$ cat config.mk
export PLATFORM = sky130hd
export DESIGN_NAME = sram_access_arbiter
export DESIGN_NICKNAME = d
export VERILOG_FILES = /design/src/rtl/sram_access_arbiter.sv
export SDC_FILE = /design/constraint.sdc
export NUM_CORES = 1
export LEC_CHECK = 0
export CAP_MARGIN = 20
export CORE_ASPECT_RATIO = 1.5
export CORE_MARGIN = 1
export CORE_UTILIZATION = 40
export DETAILED_ROUTE_END_ITERATION = 16
export PLACE_DENSITY = 0.77
export SLEW_MARGIN = 20
export SYNTH_ARGS = -nofsm -noshare
export SYNTH_HDL_FRONTEND = slang
export SYNTH_SLANG_ARGS = --single-unit
$ cat constraint.sdc
create_clock -name clk -period 4.05 [get_ports clk]
set_clock_uncertainty 0.1 [all_clocks]
set_input_delay 0.6075 -clock clk [delete_from_list [all_inputs] [get_ports clk]]
set_output_delay 0.6075 -clock clk [all_outputs]
set_load 0.03 [all_outputs]
$ cat src/rtl/sram_access_arbiter.sv
// Two-port (AVR / SNES) arbiter sequencing external SRAM accesses as SETUP / ACCESS / HOLD.
// Define SRAM_ARB_ROUND_ROBIN_EN to alternate grants on ties; the default gives the AVR fixed priority.
module sram_access_arbiter #(
  parameter int DWIDTH      = 8,
  parameter int AWIDTH      = 19,
  parameter int WAIT_CYCLES = 1
) (
  input  logic              clk,
  input  logic              rst_n,
  input  logic              avr_req,
  input  logic              avr_we,
  input  logic [AWIDTH-1:0] avr_addr,
  input  logic [DWIDTH-1:0] avr_wdata,
  output logic [DWIDTH-1:0] avr_rdata,
  output logic              avr_ack,
  input  logic              snes_req,
  input  logic              snes_we,
  input  logic [AWIDTH-1:0] snes_addr,
  input  logic [DWIDTH-1:0] snes_wdata,
  output logic [DWIDTH-1:0] snes_rdata,
  output logic              snes_ack,
  output logic [AWIDTH-1:0] sram_addr,
  output logic [DWIDTH-1:0] sram_wdata,
  input  logic [DWIDTH-1:0] sram_rdata,
  output logic              sram_dir,
  output logic              sram_ce_n,
  output logic              sram_oe_n,
  output logic              sram_we_n,
  output logic              busy,
  output logic              grant_snes
);

  typedef enum logic [1:0] {
    IDLE,
    SETUP,
    ACCESS,
    HOLD
  } state_t;

  localparam logic [3:0] WAIT_LOAD = 4'(WAIT_CYCLES);

  state_t     state;
  logic [3:0] wait_cnt;
  logic       cur_we;
  logic       pick_snes;

  // grant_snes still names the previous owner while IDLE, so it doubles as the round-robin pointer
`ifdef SRAM_ARB_ROUND_ROBIN_EN
  assign pick_snes = snes_req && (!avr_req || !grant_snes);
`else
  assign pick_snes = snes_req && !avr_req;
`endif

  always_ff @(posedge clk or negedge rst_n) begin
    if (!rst_n) begin
      state      <= IDLE;
      wait_cnt   <= '0;
      cur_we     <= 1'b0;
      sram_ce_n  <= 1'b1;
      sram_oe_n  <= 1'b1;
      sram_we_n  <= 1'b1;
      sram_dir   <= 1'b1;
      avr_ack    <= 1'b0;
      snes_ack   <= 1'b0;
      busy       <= 1'b0;
      avr_rdata  <= '0;
      snes_rdata <= '0;
      sram_addr  <= '0;
      sram_wdata <= '0;
      grant_snes <= 1'b1;
    end else begin
      avr_ack  <= 1'b0;
      snes_ack <= 1'b0;
      case (state)
        IDLE: begin
          if (avr_req || snes_req) begin
            state      <= SETUP;
            busy       <= 1'b1;
            grant_snes <= pick_snes;
            cur_we     <= pick_snes ? snes_we : avr_we;
            sram_addr  <= pick_snes ? snes_addr : avr_addr;
            sram_wdata <= pick_snes ? snes_wdata : avr_wdata;
            sram_ce_n  <= 1'b0;
            sram_dir   <= pick_snes ? !snes_we : !avr_we;
          end
        end
        SETUP: begin
          state    <= ACCESS;
          wait_cnt <= WAIT_LOAD;
          if (cur_we) begin
            sram_we_n <= 1'b0;
          end else begin
            sram_oe_n <= 1'b0;
          end
        end
        ACCESS: begin
          if (wait_cnt == 4'd0) begin
            state     <= HOLD;
            sram_we_n <= 1'b1;
            sram_oe_n <= 1'b1;
            if (grant_snes) begin
              snes_ack <= 1'b1;
              if (!cur_we) snes_rdata <= sram_rdata;
            end else begin
              avr_ack <= 1'b1;
              if (!cur_we) avr_rdata <= sram_rdata;
            end
          end else begin
            wait_cnt <= wait_cnt - 4'd1;
          end
        end
        HOLD: begin
          // dir was held low through HOLD on writes so data outlives the we_n rise
          state     <= IDLE;
          busy      <= 1'b0;
          sram_ce_n <= 1'b1;
          sram_dir  <= 1'b1;
        end
        default: begin
          state <= IDLE;
        end
      endcase
    end
  end

endmodule

==> flow_metrics.py, run 1 <==
metrics = {
    "grt": {
        "antenna_found_initial": 0,
        "overflow": 0,
        "grtUsageTotal_pct": 18.3,
        "grt_pass1_wl_um": 9370,
        "grt_pass1_vias": 2071,
        "grt_max_degree": 37,
    },
    "route": {
        "drtPass1Iterations": 4,
        "drt-total-wl_um": 5850,
        "vias_per_cell": 4.83,
        "routedWlPerCell_um": 13.7,
        "vias": 2064,
        "drc": 0,
        "drtAntennaViolNets": 0,
        "drtIter0Drc": 49,
    },
    "clock_tree": {
        "cts_buffers": 9,
        "htreeDepth": 3,
        "cts_setup_buffers": 0,
        "cts_hold_buf": 0,
        "cts_tree": "built",
        "cts_sinks": 58,
        "cts_buffer_depth": 2,
        "cts_root_buf": "clkbuf_8",
        "cts_resized": 0,
        "clk_latency_ns": 0.32,
        "clkSlewWorstSetupHoldPaths_ns": 0.07,
    },
    "worst_hold_path": {
        "hp-class": "primary input to async pin",
    },
    "sta": {
        "worst_slew_pin_slew_ns": 0.754,
        "hold_slack_ns": 0.191,
        "layout_min_cycle_time_ns": 2.45,
        "fmax_ghz": 0.409,
        "setup_tns_ns": 0,
        "setup-violations-final": 0,
        "min_period_over_period_pct": 60.4,
        "rsz0062_at_grt": "no",
        "slew_headroom_pct": 49.5,
        "hold_viol": 0,
        "slew_violations": 0,
    },
    "critical_path": {
        "cpPeakStageDelay_ns": 0.68,
        "critPathKind": "primary input to register",
        "path_max_fanout": 21,
        "worst_setup_path_end_kind": "register",
        "cp-startpoint": "snes_req",
        "required_ns": 4.12,
        "cp.arrival_ns": 2.52,
        "cp_cell_sequence": "clkdlybuf4s50_1 -> nor2b_4 -> buf_4 -> mux2i_1 -> o21ai_0",
        "reg2reg_from": "state[0]",
        "cp_slowest_cell": "nor2b_4",
        "startpoint_type": "primary input",
    },
    "power_and_ir_drop": {
        "p_seq_share_pct": 31.8,
        "leakagePower_nw": 1.79,
        "peakVddDrop_mv": 0.329,
        "clock_power_share_pct": 17.8,
        "finalPower_mw": 3.26,
        "p_comb_share_pct": 50.4,
        "p_int_mw": 1.96,
        "p_per_area_nw_per_um2": 792,
        "swShare_pct": 39.8,
        "switchingPower_mw": 1.30,
    },
    "floorplanning": {
        "dieArea_um2": 6940,
        "die_w_um": 68.4,
        "num_rows": 35,
        "pin_count": 119,
        "coreArea_um2": 6260,
        "chipHeight_um": 102,
        "floorplan.initialDensity_pct": 42.2,
    },
    "synthesis": {
        "synth_top_area_cell": "dfrtp_1",
        "synth-seq-cells": 58,
        "post-synth-top-count-cell": "dfrtp_1",
        "synthXorXnorAreaFrac_pct": 0,
        "yosys.area.top_type_share_pct": 50.2,
        "yosysWarningCount": 0,
        "synthMuxAreaShare_pct": 20.9,
        "synth_fa_ha_area_share_pct": 3.31,
        "synth_area_um2": 2640,
        "synth_common_cells": "dfrtp_1, mux2i_1, nand2_1, o21ai_0, mux2_2",
        "synthCells": 226,
        "async_flop_share_pct": 100,
        "avgSynthCellArea_um2": 11.7,
        "synthFlopType": "dfrtp_1",
        "synth-edff-count": 0,
        "synth_seq_area_share_pct": 55.2,
        "synth_compound_area_share_pct": 7.95,
        "synth_cell_type_count": 29,
        "synth_area_leaders": "dfrtp_1, mux2i_1, mux2_2, o21ai_0, dfstp_2",
        "synth_nets": 301,
        "synth_top_family_by_area": "multiplexers",
        "yosys.area_share.simple_pct": 9.42,
    },
    "place": {
        "routabilityCongestion": 0.782,
        "port_buffers": 118,
        "dp_hpwl_um": 4480,
    },
    "cells_and_area": {
        "syn_to_final_growth_pct": 55.6,
        "nets": 423,
        "drive_above_1_share_pct": 12.7,
        "num_antenna_cells": 0,
    },
    "job": {
        "cap_violations": 0,
    },
    "run_status": {
        "outcome": "complete, no violations",
    },
}
## sequential cells by signal, summed over array words and instances, names as in the netlist
signal and count:
sram_addr 19, avr_rdata 8, snes_rdata 8, sram_wdata 8, wait_cnt 4, state 2, avr_ack 1, busy 1
cur_we 1, grant_snes 1, snes_ack 1, sram_ce_n 1, sram_dir 1, sram_oe_n 1, sram_we_n 1
## layout make-up
type / count / area (um2)
Multi-Input combinational cell: 152 / 1120
Tap cell: 74 / 92.6
Clock inverter: 5 / 77.6
Sequential cell: 58 / 1460
Inverter: 5 / 18.8
Clock buffer: 11 / 141
Fill cell: 524 / 2150
Timing Repair Buffer: 122 / 1210
## per-layer routing
layer / GRT usage (%) / up-vias / share of wire [%]
met2: 29.6 / 86 / 51
li1: - / 1026 / -
met4: 7.37 / 0 / 1.6
met3: 6.76 / 8 / 7.0
met1: 21.6 / 944 / 41
met5: 0 / - / 0
## through the flow
stage / setup WS [ns] / area (um2) / utilization (%) / instances
global route: 1.49 / 4110 / 65.7 / 427
CTS: 1.58 / 4110 / 65.7 / 427
detailed placement: 1.22 / 3890 / 62.2 / 411
global placement: 1.31 / 3890 / 62.2 / 411
floorplan: 2.29 / 2640 / - / 226
finish: 1.60 / 4110 / 65.7 / 427
## critical path: cells and delay by family
family / cells / cell delay, ns
AOI/OAI and AO/OA: 1 / 0.09
muxes: 1 / 0.20
and+or+nand+nor: 1 / 0.68
buffers and inverters: 2 / 0.91
## layout by cell type, fill, tap and decap left out, drive strengths merged, types with 4 or more instances in the layout
| master | n |
|---|---|
| nand2 | 35 |
| o21ai | 30 |
| clkbuf | 11 |
| dfstp | 5 |
| ha | 7 |
| nor2 | 5 |
| dfrtp | 53 |
| mux2i | 35 |
| inv | 5 |
| clkdlybuf4s50 | 117 |
| a21oi | 5 |
| buf | 5 |
| mux2 | 18 |
| nand3 | 4 |
## power groups by stage
stage	registers, mW	clock network, mW	logic [mW]
floorplan	1.51	0	0.504
global placement	1.04	0	1.62
detailed placement	1.05	0	1.66
CTS	1.04	0.598	1.66
global route	1.08	0.621	1.77
finish	1.04	0.579	1.64
## cells by family (layout without fill, tap and decap cells)
group | count (synthesis) | in the layout
AOI/OAI and AO/OA | 39 | 39
adders and majority gates | 7 | 7
buffers and inverters | 16 | 143
DFF | 58 | 58
muxes | 53 | 53
and+or+nand+nor | 53 | 53
## path summary, 6_finish.rpt
path / end / slack, ns / cells past startpoint
max in group asynchronous: sram_oe_n / 2.79 / 2
worst max-delay path: sram_addr[10] / 1.60 / 5
worst min register to register: sram_addr[12] / 0.38 / 2
worst max register to register: snes_rdata[5] / 1.98 / 6
min in group clk: sram_addr[12] / 0.38 / 2
worst min-delay path: sram_addr[18] / 0.19 / 1
(Power assumes the default switching activity.)
==> run 2: changes to the inputs <==
Clock period 4.05 ns to 2.3 ns, I/O delays scaled along.
==> flow_metrics.py, run 2 (synthesis results as in run 1) <==
metrics = {
    "clock_tree": {
        "cts_setup_buffers": 0,
        "cts_tree": "built",
        "cts_resized": 0,
        "cts_root_buf": "clkbuf_8",
        "cts_sinks": 58,
        "htreeDepth": 3,
        "cts_buffer_depth": 2,
        "cts_buffers": 9,
        "clkSlewWorstSetupHoldPaths_ns": 0.06,
        "clk_latency_ns": 0.32,
        "cts_hold_buf": 0,
    },
    "route": {
        "vias_per_cell": 4.89,
        "drtIter0Drc": 88,
        "drt-total-wl_um": 5830,
        "drc": 0,
        "vias": 2103,
        "routedWlPerCell_um": 13.6,
        "drtPass1Iterations": 4,
        "drtAntennaViolNets": 0,
    },
    "critical_path": {
        "crit_cells": 1,
        "required_ns": 1.86,
        "worst_setup_path_end_kind": "primary output",
        "critPathKind": "register to primary output",
        "rr_worst_depth": 5,
        "startpoint_type": "register",
        "worst-path-buf-inv": 1,
        "cp_slowest_cell": "clkdlybuf4s50_1",
        "cpPeakStageDelay_ns": 0.70,
        "path_max_fanout": 6,
        "cp.arrival_ns": 1.62,
        "cp_cell_sequence": "clkdlybuf4s50_1",
        "cpLargestDelayFamily": "buffers and inverters",
    },
    "place": {
        "placed_area_um2": 3930,
        "dp_cells": 414,
        "dp_hpwl_um": 4440,
        "dp_slack_ns": 0.323,
        "port_buffers": 118,
        "routabilityCongestion": 0.751,
    },
    "grt": {
        "grt_pass1_wl_um": 9140,
        "antenna_found_initial": 0,
        "grtUsageTotal_pct": 18.1,
        "overflow": 0,
        "grt_max_degree": 59,
        "grt_pass1_vias": 2054,
    },
    "floorplanning": {
        "num_rows": 35,
        "dieArea_um2": 6940,
        "chipHeight_um": 102,
        "floorplan.initialDensity_pct": 42.2,
        "coreArea_um2": 6260,
        "pin_count": 119,
        "die_w_um": 68.4,
    },
    "worst_hold_path": {
        "hp-class": "primary input to async pin",
    },
    "power_and_ir_drop": {
        "peakVddDrop_mv": 0.815,
        "finalPower_mw": 5.87,
        "p_per_area_nw_per_um2": 1410,
        "leakagePower_nw": 1.82,
    },
    "sta": {
        "worst_slew_pin_slew_ns": 0.715,
        "rsz0062_at_grt": "no",
        "hold_slack_ns": 0.0536,
        "min_period_over_period_pct": 89.9,
        "hold_viol": 0,
        "setup_tns_ns": 0,
        "slew_violations": 0,
        "slew_headroom_pct": 52.3,
        "layout_min_cycle_time_ns": 2.07,
        "fmax_ghz": 0.483,
        "setup-violations-final": 0,
        "fin_ws_ns": 0.232,
    },
    "cells_and_area": {
        "largest_reg_flops": 19,
        "num_antenna_cells": 0,
        "syn_to_final_growth_pct": 57.8,
        "regMostFlops": "sram_addr",
        "instances_no_fill": 430,
        "mostFrequentLayoutCell": "clkdlybuf4s50_1",
        "final_util_pct": 66.6,
        "mostFrequentLayoutCells": "clkdlybuf4s50_1, dfrtp_1, mux2i_1",
        "fin_area_um2": 4170,
        "drive_above_1_share_pct": 13.8,
        "nets": 426,
    },
    "run_status": {
        "outcome": "complete, no violations",
    },
    "job": {
        "cap_violations": 0,
    },
}
[run 2: changes by cell type in the layout (fill, tap and decap cells not counted)]
cell       before  now
buf_12          0    1
clkbuf_1        1    0
inv_6           0    1
bufinv_16       2    3
clkbuf_8       10    9
buf_4           4    6
[run 2: worst paths after layout]
| check | startpoint | slack [ns] | endpoint |
|---|---|---|---|
| max | grant_snes | 0.23 | grant_snes |
| min | rst_n | 0.05 | sram_addr[18] |
| max reg2reg | wait_cnt[0] | 0.38 | state[1] |
| min reg2reg | sram_addr[17] | 0.38 | sram_addr[17] |
| max in group asynchronous | rst_n | 1.57 | sram_addr[6] |
| min in group clk | sram_addr[17] | 0.38 | sram_addr[17] |
[run 2: final cells by class]
cell class,count,area [um2]
Sequential cell,58,1460
Timing Repair Buffer,125,1240
Inverter,5,18.8
Clock inverter,7,116
Fill cell,499,2090
Tap cell,74,92.6
Multi-Input combinational cell,152,1120
Clock buffer,9,124
[run 2: metal layers]
layer  vias to the layer above  routed length (um)  global-route usage [%]
met2                        92                2950                    29.1
met4                         0                 132                    8.17
met3                        12                 479                    8.56
li1                       1030                   -                       -
met5                         -                   0                       0
met1                       969                2270                    19.8
[run 2: power by group]
part	switching, mW	internal [mW]
sequential	0.285	1.53
combinational	1.62	1.31
clock	0.396	0.719
==> run 3: changes to the inputs <==
Settings changed: SLEW_MARGIN 20 to not set.
==> results of run 3 <==
The final DEF is identical to that of run 2; final timing and power are the same.
